==> config.mk <==
export PLATFORM = sky130hd
export DESIGN_NAME = keypad_ctrl
export DESIGN_NICKNAME = d
export VERILOG_FILES = /design/src/rtl/keypad_pkg.sv /design/src/rtl/keypad_fifo.sv /design/src/rtl/keypad_ctrl.sv
export SDC_FILE = /design/constraint.sdc
export NUM_CORES = 1
export LEC_CHECK = 0
export ABC_CLOCK_PERIOD_IN_PS = 2350
export CORE_MARGIN = 3
export CORE_UTILIZATION = 25
export CTS_CLUSTER_DIAMETER = 40
export CTS_CLUSTER_SIZE = 14
export DETAILED_ROUTE_END_ITERATION = 8
export PLACE_DENSITY = 0.47
export SLEW_MARGIN = 20
export SYNTH_ARGS = -nofsm -noshare
export SYNTH_HDL_FRONTEND = slang
export SYNTH_SLANG_ARGS = --single-unit
==> constraint.sdc <==
create_clock -name clk -period 2.35 [get_ports clk]
set_input_delay 0.47 -clock clk [delete_from_list [all_inputs] [get_ports clk]]
set_output_delay 0.47 -clock clk [all_outputs]
set_load 0.005 [all_outputs]
==> src/rtl/keypad_pkg.sv <==
// Shared types, row/column constants and column decoding for the 4x4 keypad controller.
package keypad_pkg;

   typedef enum logic [1:0] {
      SCAN,
      DEBOUNCE,
      HELD
   } state_e;

   typedef logic [3:0] key_code_t;

   typedef struct packed {
      logic       valid;
      logic [1:0] idx;
   } col_dec_t;

   localparam logic [3:0] ROW0   = 4'b1110;
   localparam logic [3:0] ROW1   = 4'b1101;
   localparam logic [3:0] ROW2   = 4'b1011;
   localparam logic [3:0] ROW3   = 4'b0111;
   localparam logic [3:0] NO_KEY = 4'b1111;

   // Exactly one low column is a key; anything else (none or several) is rejected.
   function automatic col_dec_t decodeCol(input logic [3:0] swc);
      col_dec_t res;
      res.valid = 1'b1;
      res.idx   = 2'd0;
      case (swc)
         4'b1110: res.idx = 2'd0;
         4'b1101: res.idx = 2'd1;
         4'b1011: res.idx = 2'd2;
         4'b0111: res.idx = 2'd3;
         default: res.valid = 1'b0;
      endcase
      return res;
   endfunction

   function automatic logic [3:0] rowStrobe(input logic [1:0] row);
      logic [3:0] strobe;
      case (row)
         2'd0:    strobe = ROW0;
         2'd1:    strobe = ROW1;
         2'd2:    strobe = ROW2;
         default: strobe = ROW3;
      endcase
      return strobe;
   endfunction

endpackage

==> src/rtl/keypad_fifo.sv <==
// Small synchronous key queue; a push into a full queue is accepted only when a pop frees a slot.
module keypad_fifo #(
   parameter int DEPTH = 4,
   parameter int WIDTH = 4
) (
   input  logic             clk,
   input  logic             rst,
   input  logic             push_i,
   input  logic             pop_i,
   input  logic [WIDTH-1:0] data_i,
   output logic [WIDTH-1:0] head_o,
   output logic             full_o,
   output logic             empty_o,
   output logic             drop_o
);

   localparam int AW = $clog2(DEPTH);

   logic [AW-1:0]    wrPtr_q;
   logic [AW-1:0]    rdPtr_q;
   logic [AW:0]      count_q;
   logic [WIDTH-1:0] mem_q [DEPTH];
   logic             doPush;
   logic             doPop;

   assign full_o  = (count_q == (AW+1)'(DEPTH));
   assign empty_o = (count_q == '0);
   assign doPush  = push_i && (!full_o || pop_i);
   assign doPop   = pop_i && !empty_o;
   assign drop_o  = push_i && full_o && !pop_i;
   assign head_o  = mem_q[rdPtr_q];

   always_ff @(posedge clk) begin
      if (doPush) begin
         mem_q[wrPtr_q] <= data_i;
      end
   end

   // Pointers wrap naturally because DEPTH is a power of two.
   always_ff @(posedge clk or posedge rst) begin
      if (rst) begin
         wrPtr_q <= '0;
         rdPtr_q <= '0;
         count_q <= '0;
      end else begin
         if (doPush) begin
            wrPtr_q <= wrPtr_q + AW'(1);
         end
         if (doPop) begin
            rdPtr_q <= rdPtr_q + AW'(1);
         end
         case ({doPush, doPop})
            2'b10:   count_q <= count_q + (AW+1)'(1);
            2'b01:   count_q <= count_q - (AW+1)'(1);
            default: count_q <= count_q;
         endcase
      end
   end

endmodule

==> src/rtl/keypad_ctrl.sv <==
// 4x4 keypad scanner with tick-based press/release debounce and a key FIFO.
// Define KEYPAD_REPEAT_EN to enable auto-repeat while a key is held.
module keypad_ctrl
   import keypad_pkg::*;
#(
   parameter int SCAN_DIV   = 1000,
   parameter int DEB_CNT    = 20,
   parameter int FIFO_DEPTH = 4
`ifdef KEYPAD_REPEAT_EN
   ,
   parameter int REPEAT_DLY = 50,
   parameter int REPEAT_PER = 10
`endif
) (
   input  logic       clk,
   input  logic       rst,
   input  logic [3:0] SWC,
   output logic [3:0] SWR,
   output logic [3:0] key_code,
   output logic       key_valid,
   input  logic       key_ready,
   output logic       overflow
);

   localparam int DW = $clog2(SCAN_DIV);
   localparam int CW = $clog2(DEB_CNT + 1);

   state_e         state_q, state_d;
   logic [DW-1:0]  div_q, div_d;
   logic [1:0]     row_q, row_d;
   key_code_t      cand_q, cand_d;
   logic [CW-1:0]  cnt_q, cnt_d;
   logic [CW-1:0]  rel_q, rel_d;
   logic           ovf_q;

   logic           tick;
   col_dec_t       colDec;
   key_code_t      sampleCode;
   logic           sameKey;
   logic           debDone;
   logic           relDone;
   logic           repHit;
   logic           push;
   key_code_t      pushCode;
   logic           pop;
   key_code_t      fifoHead;
   logic           fifoFull;
   logic           fifoEmpty;
   logic           fifoDrop;

   assign tick       = (div_q == DW'(SCAN_DIV - 1));
   assign div_d      = tick ? '0 : div_q + DW'(1);
   assign colDec     = decodeCol(SWC);
   assign sampleCode = {row_q, colDec.idx};
   assign sameKey    = colDec.valid && (sampleCode == cand_q);
   assign debDone    = ((cnt_q + CW'(1)) == CW'(DEB_CNT));
   assign relDone    = ((rel_q + CW'(1)) == CW'(DEB_CNT));

`ifdef KEYPAD_REPEAT_EN
   localparam int REP_MAX = (REPEAT_DLY > REPEAT_PER) ? REPEAT_DLY : REPEAT_PER;
   localparam int RW      = $clog2(REP_MAX + 1);

   logic [RW-1:0] rep_q, rep_d;
   logic          first_q, first_d;
   logic [RW-1:0] repTarget;

   // The first repeat waits the long delay, later ones the short period.
   assign repTarget = first_q ? RW'(REPEAT_DLY) : RW'(REPEAT_PER);
   assign repHit    = sameKey && ((rep_q + RW'(1)) == repTarget);

   always_comb begin
      rep_d   = rep_q;
      first_d = first_q;
      if (tick) begin
         if (state_q != HELD) begin
            rep_d   = '0;
            first_d = 1'b1;
         end else if (repHit) begin
            rep_d   = '0;
            first_d = 1'b0;
         end else if (sameKey) begin
            rep_d = rep_q + RW'(1);
         end else begin
            rep_d = '0;
         end
      end
   end

   always_ff @(posedge clk or posedge rst) begin
      if (rst) begin
         rep_q   <= '0;
         first_q <= 1'b1;
      end else begin
         rep_q   <= rep_d;
         first_q <= first_d;
      end
   end
`else
   assign repHit = 1'b0;
`endif

   // State register together with the scan/debounce datapath registers.
   always_ff @(posedge clk or posedge rst) begin
      if (rst) begin
         state_q <= SCAN;
         div_q   <= '0;
         row_q   <= 2'd0;
         cand_q  <= '0;
         cnt_q   <= '0;
         rel_q   <= '0;
         ovf_q   <= 1'b0;
      end else begin
         state_q <= state_d;
         div_q   <= div_d;
         row_q   <= row_d;
         cand_q  <= cand_d;
         cnt_q   <= cnt_d;
         rel_q   <= rel_d;
         if (fifoDrop) begin
            ovf_q <= 1'b1;
         end
      end
   end

   // Next-state logic; everything advances only on scan ticks.
   always_comb begin
      state_d = state_q;
      row_d   = row_q;
      cand_d  = cand_q;
      cnt_d   = cnt_q;
      rel_d   = rel_q;
      if (tick) begin
         case (state_q)
            SCAN: begin
               if (colDec.valid) begin
                  cand_d = sampleCode;
                  rel_d  = '0;
                  if (DEB_CNT == 1) begin
                     cnt_d   = '0;
                     state_d = HELD;
                  end else begin
                     cnt_d   = CW'(1);
                     state_d = DEBOUNCE;
                  end
               end else begin
                  row_d = row_q + 2'd1;
               end
            end
            DEBOUNCE: begin
               if (!sameKey) begin
                  cnt_d   = '0;
                  row_d   = row_q + 2'd1;
                  state_d = SCAN;
               end else if (debDone) begin
                  cnt_d   = '0;
                  rel_d   = '0;
                  state_d = HELD;
               end else begin
                  cnt_d = cnt_q + CW'(1);
               end
            end
            HELD: begin
               if (SWC != NO_KEY) begin
                  rel_d = '0;
               end else if (relDone) begin
                  rel_d   = '0;
                  row_d   = row_q + 2'd1;
                  state_d = SCAN;
               end else begin
                  rel_d = rel_q + CW'(1);
               end
            end
            default: state_d = SCAN;
         endcase
      end
   end

   // Outputs: row strobe and the FIFO push request.
   always_comb begin
      SWR      = rowStrobe(row_q);
      push     = 1'b0;
      pushCode = cand_q;
      if (tick) begin
         case (state_q)
            SCAN: begin
               if (DEB_CNT == 1 && colDec.valid) begin
                  push     = 1'b1;
                  pushCode = sampleCode;
               end
            end
            DEBOUNCE: push = sameKey && debDone;
            HELD:     push = repHit;
            default:  push = 1'b0;
         endcase
      end
   end

   assign pop       = key_valid && key_ready;
   assign key_valid = !fifoEmpty;
   assign key_code  = fifoEmpty ? 4'd0 : fifoHead;
   assign overflow  = ovf_q;

   keypad_fifo #(
      .DEPTH (FIFO_DEPTH),
      .WIDTH (4)
   ) u_fifo (
      .clk     (clk),
      .rst     (rst),
      .push_i  (push),
      .pop_i   (pop),
      .data_i  (pushCode),
      .head_o  (fifoHead),
      .full_o  (fifoFull),
      .empty_o (fifoEmpty),
      .drop_o  (fifoDrop)
   );

   logic unusedFull;
   assign unusedFull = fifoFull;

endmodule

Word-level counts from Yosys, hierarchy flattened. Memories as Yosys holds them, arrays and structs flattened. Cells that the tools add are included.

Add/subtract/negate cells: 8. Equal/unequal tests: 24. Muxes and demuxes: 31. Reduce and logical (&&, ||, !) cells: 23.

Operator list (count): 2-to-1 mux 5 bit (8); 2-to-1 mux 2 bit (9); one-hot mux 2 bit (3 select lines) (3); one-hot mux 5 bit (3 select lines) (1); inequality test 2 bit (second input constant) (7); == test 4 bit (second input constant) (3); one-hot mux 4 bit (3 select lines) (1); adder 10 x 1 -> 10 bit (second input constant) (1); adder 5 x 1 -> 5 bit (second input constant) (2); == test 10 bit (second input constant) (1); == test 5 bit (second input constant) (2); 2-to-1 mux 10 bit (1); one-hot mux 5 bit (2 select lines) (1); AND reduction 5 bit (2); logical AND 1 bit (7); adder 2 x 1 -> 2 bit (second input constant) (3); == test 2 x 1 -> 1 bit (second input constant) (3); == test 2 bit (second input constant) (3); one-hot mux 3 bit (2 select lines) (1); AND reduction 3 bit (2); AND reduction 6 bit (1); 2-to-1 mux 1 bit (5); == test 4 x 3 -> 1 bit (second input constant) (1); == test 4 bit (1); 13 further kinds (17).

Flip-flop bits (word level): 36. Memory bits (writable): 16. Memories kept: 1.

Memory list: u_fifo.mem_q (words 4, width 4, rd ports 1, clocked after Yosys merged registers in 0, wr ports 1, line keypad_fifo.sv:22) `logic [WIDTH-1:0] mem_q [DEPTH];`.

Longest topological paths before layout.
Depth in word-level cells: 10. Gate-level depth with buffers: 12. Gate-level depth less buffers: 11.

Modules after synthesis. Synthesis repeated with hierarchy kept, for this count alone.

Cells, all modules: 271. Area total of the unflattened synthesis: 2961.6 sq um.

Modules (own cells, without submodules): keypad_ctrl (instances 1, cells each 210, area each 1934.4 sq um); keypad_fifo (instances 1, cells each 61, area each 1027.2 sq um).

Worst setup path after synthesis. OpenSTA, ideal clock, no wires.

Path type: input to register. From: input SWC[1]. To: register u_fifo.count_q[2]. Arrival: 2.542 ns. Required time: 2.271 ns. Slack: -0.272 ns. Stages on the path: 12. Path buffers: 2. Cell sequence: buf_2 and3_1 o31a_1 a211o_1 buf_2 nand4_2 ha_1 inv_1 fa_1 xor2_1 nor2_1 xor2_1.

Longest elaborated chain between the ends: 10. Elaborated cells on any way between the ends: 17.

Ends and longest elaborated chain: start: declaration (line keypad_ctrl.sv:17) `input logic [3:0] SWC,`; == test 4 x 3 -> 1 bit / == test 4 bit (equally long branches) (line keypad_pkg.sv:28) `case (swc)`; one-hot mux 2 bit (3 select lines) / OR reduction 4 bit (equally long branches); == test 4 bit / 2-to-1 mux 1 bit (equally long branches) (line keypad_ctrl.sv:55, keypad_pkg.sv:28); logical AND 1 bit (*) (line keypad_ctrl.sv:55) `assign sameKey = colDec.valid && (sampleCode == cand_q);`; logical AND 1 bit (*) (line keypad_ctrl.sv:191) `DEBOUNCE: push = sameKey && debDone;`; 2-to-1 mux 1 bit (*) (line keypad_ctrl.sv:184) `case (state_q)`; 2-to-1 mux 1 bit (*) (line keypad_ctrl.sv:183) `if (tick) begin`; logical AND 1 bit (*) (line keypad_fifo.sv:28) `assign doPush = push_i && (!full_o || pop_i);`; == test 2 x 1 -> 1 bit / == test 2 bit (equally long branches) (line keypad_fifo.sv:52) `case ({doPush, doPop})`; one-hot mux 3 bit (2 select lines) / nonzero test 2 bit (equally long branches); end signal: assignment (line keypad_fifo.sv:53) `2'b10: count_q <= count_q + (AW+1)'(1);`; end signal: assignment (line keypad_fifo.sv:54) `2'b01: count_q <= count_q - (AW+1)'(1);`; end signal: assignment (line keypad_fifo.sv:55) `default: count_q <= count_q;`; end: declaration (line keypad_fifo.sv:21) `logic [AW:0] count_q;`.

Mark *: on every way between the ends. The rest lies on a longest branch, timed or not. A chain may end at the register's enable or synchronous reset.

Final worst setup path.
From: register cnt_q[0]. To: register u_fifo.count_q[2].

Longest elaborated chain between the ends: 8. Elaborated cells on any way between the ends: 10.

Ends and longest elaborated chain: start: declaration (line keypad_ctrl.sv:32) `logic [CW-1:0] cnt_q, cnt_d;`; start signal: assignment (line keypad_ctrl.sv:117) `cnt_q <= cnt_d;`; adder 5 x 1 -> 5 bit (*) (line keypad_ctrl.sv:56) `assign debDone = ((cnt_q + CW'(1)) == CW'(DEB_CNT));`; == test 5 bit (*) (line keypad_ctrl.sv:56); logical AND 1 bit (*) (line keypad_ctrl.sv:191); 2-to-1 mux 1 bit (*) (line keypad_ctrl.sv:184); 2-to-1 mux 1 bit (*) (line keypad_ctrl.sv:183); logical AND 1 bit (*) (line keypad_fifo.sv:28); == test 2 x 1 -> 1 bit / == test 2 bit (equally long branches) (line keypad_fifo.sv:52); one-hot mux 3 bit (2 select lines) / nonzero test 2 bit (equally long branches).

Marks and branches as above.

==> metrics <==
CP Launch Type flop; cell count after synthesis 271; total of warnings raised by yosys 0; Initial Utilization approximately 26%; clock sinks 52; Die Y 113 µm; CP Max Fanout 8; fin crit share a little over nine tenths; max_cap viols 0; DP Wirelength 4740 µm; metal3 WL 232 µm; Num CTS Buffers 5; final hold viol count 0; Seq. cell area 1380 µm²; first-pass iteration count of the detailed router 4; sequential power share 46.7%; status finished, final reports clean; H-tree levels 2; Syn Area/Cell 10.6 µm²; number of synthesized flops with an enable pin 16; WHS Endpoint div_q[8]$_DFF_PP0_; I/O Buffers 16; leakage power approximately 1.6 nW; worst clock skew 0.00416 ns; sequential-to-total area share from yosys stat just under 50%; syn_nets 292; Core Rows 38; P_int 1.65 mW; Layout area overhead 31.7%; total number of vias 2190; drt total wl about 6400 µm; dominant synthesized flop cell dfrtp_1; worst r2r src cnt_q[0]$_DFFE_PP0P_; Period minus WS final 2.31 ns; clock network fraction of total power 33.4%; cell area after synthesis 2870 µm²; relative slew slack 68.5%; # setup viols final 0; most frequent cells in the layout buf_4, dfrtp_1, nand2_1; HP Start div_q[8]$_DFF_PP0_; Clk Latency, worst-skew pair 0.29 ns; initial antenna violation count 0; CP endpoint kind flop; DR DRC count 0; vias in the first global route 2123; Place WS -0.565 ns; Routed Antenna Nets 0; nets 351; CP Class flop to flop; fmax 433 MHz; IO Pins 17; Worst Hold Path Cells 1; largest net degree at the start of global routing 37; post-synthesis cell type count 56; Post-synth ARST share between 60 and 70%; Comb pwr share 19.9%; CTS root buffer clkbuf_16; share of layout cells above drive strength 1 25.7%; worst min path class flop to flop; CTS tree yes; placer congestion estimate 0.787; fill cell count 1130; vias per std cell 4.65; post-synthesis sequential element count 52; CP Data Required Time approximately 2.5 ns; Net Switching 601 µW; gr ovfl total 0; setup slack after layout around 0.039 ns; clk slew on worst S/H paths 0.07 ns; reg-to-reg slack, setup 0.04 ns; Worst-Margin Slew 0.472 ns; metal2 WL roughly 3100 µm; reg2reg path depth 11; multi-input logic area about 1500 µm²; die area roughly 13000 µm²; first-pass GRT wire length approximately 11000 µm; Worst Path Arrival around 2.5 ns; maximum vdd drop 0.324 mV; Starting DRT DRC Count 170; Pins Over Slew Limit 0; most common cell after layout, fill and taps aside buf_4; diode count 0; Avg WL per Cell 13.6 µm; Metal-1 WL 3080 µm; Sw Ratio 26.7%; Pwr per Cell Area 597 nW/µm²; core box area 11000 µm²; Max Used Layer met4; CP startpoint cnt_q[0]$_DFFE_PP0P_; Die Wd about 110 µm; GRT Util Overall between 10% and 20%; clock buffer depth 2; Final Util 34.2%; worst r2r dst u_fifo.count_q[2]$_DFFE_PP0P_; RSZ-0062 raised after global routing yes
[synthesized netlist by cell type, types with 4 or more instances]
| master | count | area (µm²) |
|---|---|---|
| buf_2 | 6 | 30.0 |
| nand3_1 | 12 | 60.1 |
| mux4_2 | 4 | 90.1 |
| o21ai_0 | 7 | 35.0 |
| xnor2_1 | 10 | 87.6 |
| dfrtp_1 | 36 | 901 |
| a31oi_1 | 4 | 25.0 |
| inv_1 | 20 | 75.1 |
| nand2b_1 | 10 | 62.6 |
| nand2_1 | 22 | 82.6 |
| edfxtp_1 | 16 | 480 |
| a21oi_1 | 11 | 55.1 |
| nor3_1 | 4 | 20.0 |
| ha_1 | 13 | 163 |
| and2_1 | 5 | 31.3 |
| xor2_1 | 7 | 61.3 |
| nor2_1 | 18 | 67.6 |
[metrics by stage]
stage / total power [mW] / hold WS (ns) / TNS, ns / area [µm²] / std cells
CTS: 2.26 / 0.491 / 0 / 3710 / 470
global placement: 1.48 / 0.472 / -8.69 / 3520 / 459
finish: 2.25 / 0.493 / 0 / 3770 / 471
detailed placement: 1.49 / 0.465 / -9.50 / 3520 / 459
global route: 2.37 / 0.524 / -0.0971 / 3770 / 471
floorplan: 1.33 / 0.444 / -0.116 / 2940 / 271
[sequential cells by signal, indices dropped and copies added, names as in the netlist]
name            flops
state_q             2
row_q               2
rel_q               5
cnt_q               5
u_fifo.count_q      3
overflow            1
cand_q              4
u_fifo.wrPtr_q      2
u_fifo.rdPtr_q      2
div_q              10
u_fifo.mem_q       16
[layout make-up]
type,instances,area share (%)
clock buffer,5,3.31
clock inverter,3,0.729
inverter,20,1.99
multi-input combinational,190,39.4
sequential,52,36.7
tap,140,4.64
timing repair buffer,61,13.3
[worst max-delay path, cell delays in order, from the launching register on]
cell and delay, ns:
dfrtp_2 0.44, buf_4 0.18, a21boi_1 0.28, o32ai_4 0.15, and4_4 0.18, nand4_4 0.09
ha_4 0.13, inv_2 0.03, fa_2 0.34, xor2_1 0.14, nor2_1 0.07, xor2_1 0.15
[repair_timing]
action,in CTS,in global routing
resized for setup,10,10
buffers inserted,3,1
pin swaps,4,4
endpoints found under the hold margin,0,0
endpoints found under the setup margin,11,10
hold buffers,0,0
[cell families (layout without fill, tap and decap cells)]
family                     count (synthesis)  after routing  synth area share (%)
AOI/OAI and AO/OA                         53             53                  12.7
xor gates and xnor gates                  17             17                  5.20
adders and majority gates                 14             14                  6.38
buffers and inverters                     29             89                  4.06
DFF                                       52             52                  48.2
muxes                                      7              7                  4.28
and+or+nand+nor                           99             99                  19.2
[how the worst max path moves through the flow]
stage / end / slack [ns] / cells after the start
floorplan: u_fifo.count_q[2]$_DFFE_PP0P_ / -0.11 / 12
global placement: u_fifo.count_q[2]$_DFFE_PP0P_ / -0.49 / 11
detailed placement: u_fifo.count_q[2]$_DFFE_PP0P_ / -0.57 / 11
CTS: u_fifo.count_q[2]$_DFFE_PP0P_ / 0.0009 / 11
global route: u_fifo.count_q[2]$_DFFE_PP0P_ / -0.09 / 11
finish: u_fifo.count_q[2]$_DFFE_PP0P_ / 0.04 / 11
[metal layers]
| layer | up-vias | global-route usage, % |
|---|---|---|
| li1 | 1094 | - |
| met1 | 1045 | 13.9 |
| met5 | - | 0 |
| met3 | 4 | 1.76 |
| met4 | 0 | 2.40 |
| met2 | 47 | 16.7 |
[power groups by stage]
stage,Clock [mW],Combinational (mW),Sequential [mW]
2_1_floorplan,0,0.289,1.04
3_3_place_gp,0,0.403,1.08
3_5_place_dp,0,0.409,1.08
4_1_cts,0.774,0.431,1.06
5_1_grt,0.810,0.502,1.06
6_report,0.753,0.448,1.05
(Power assumes the default switching activity.)
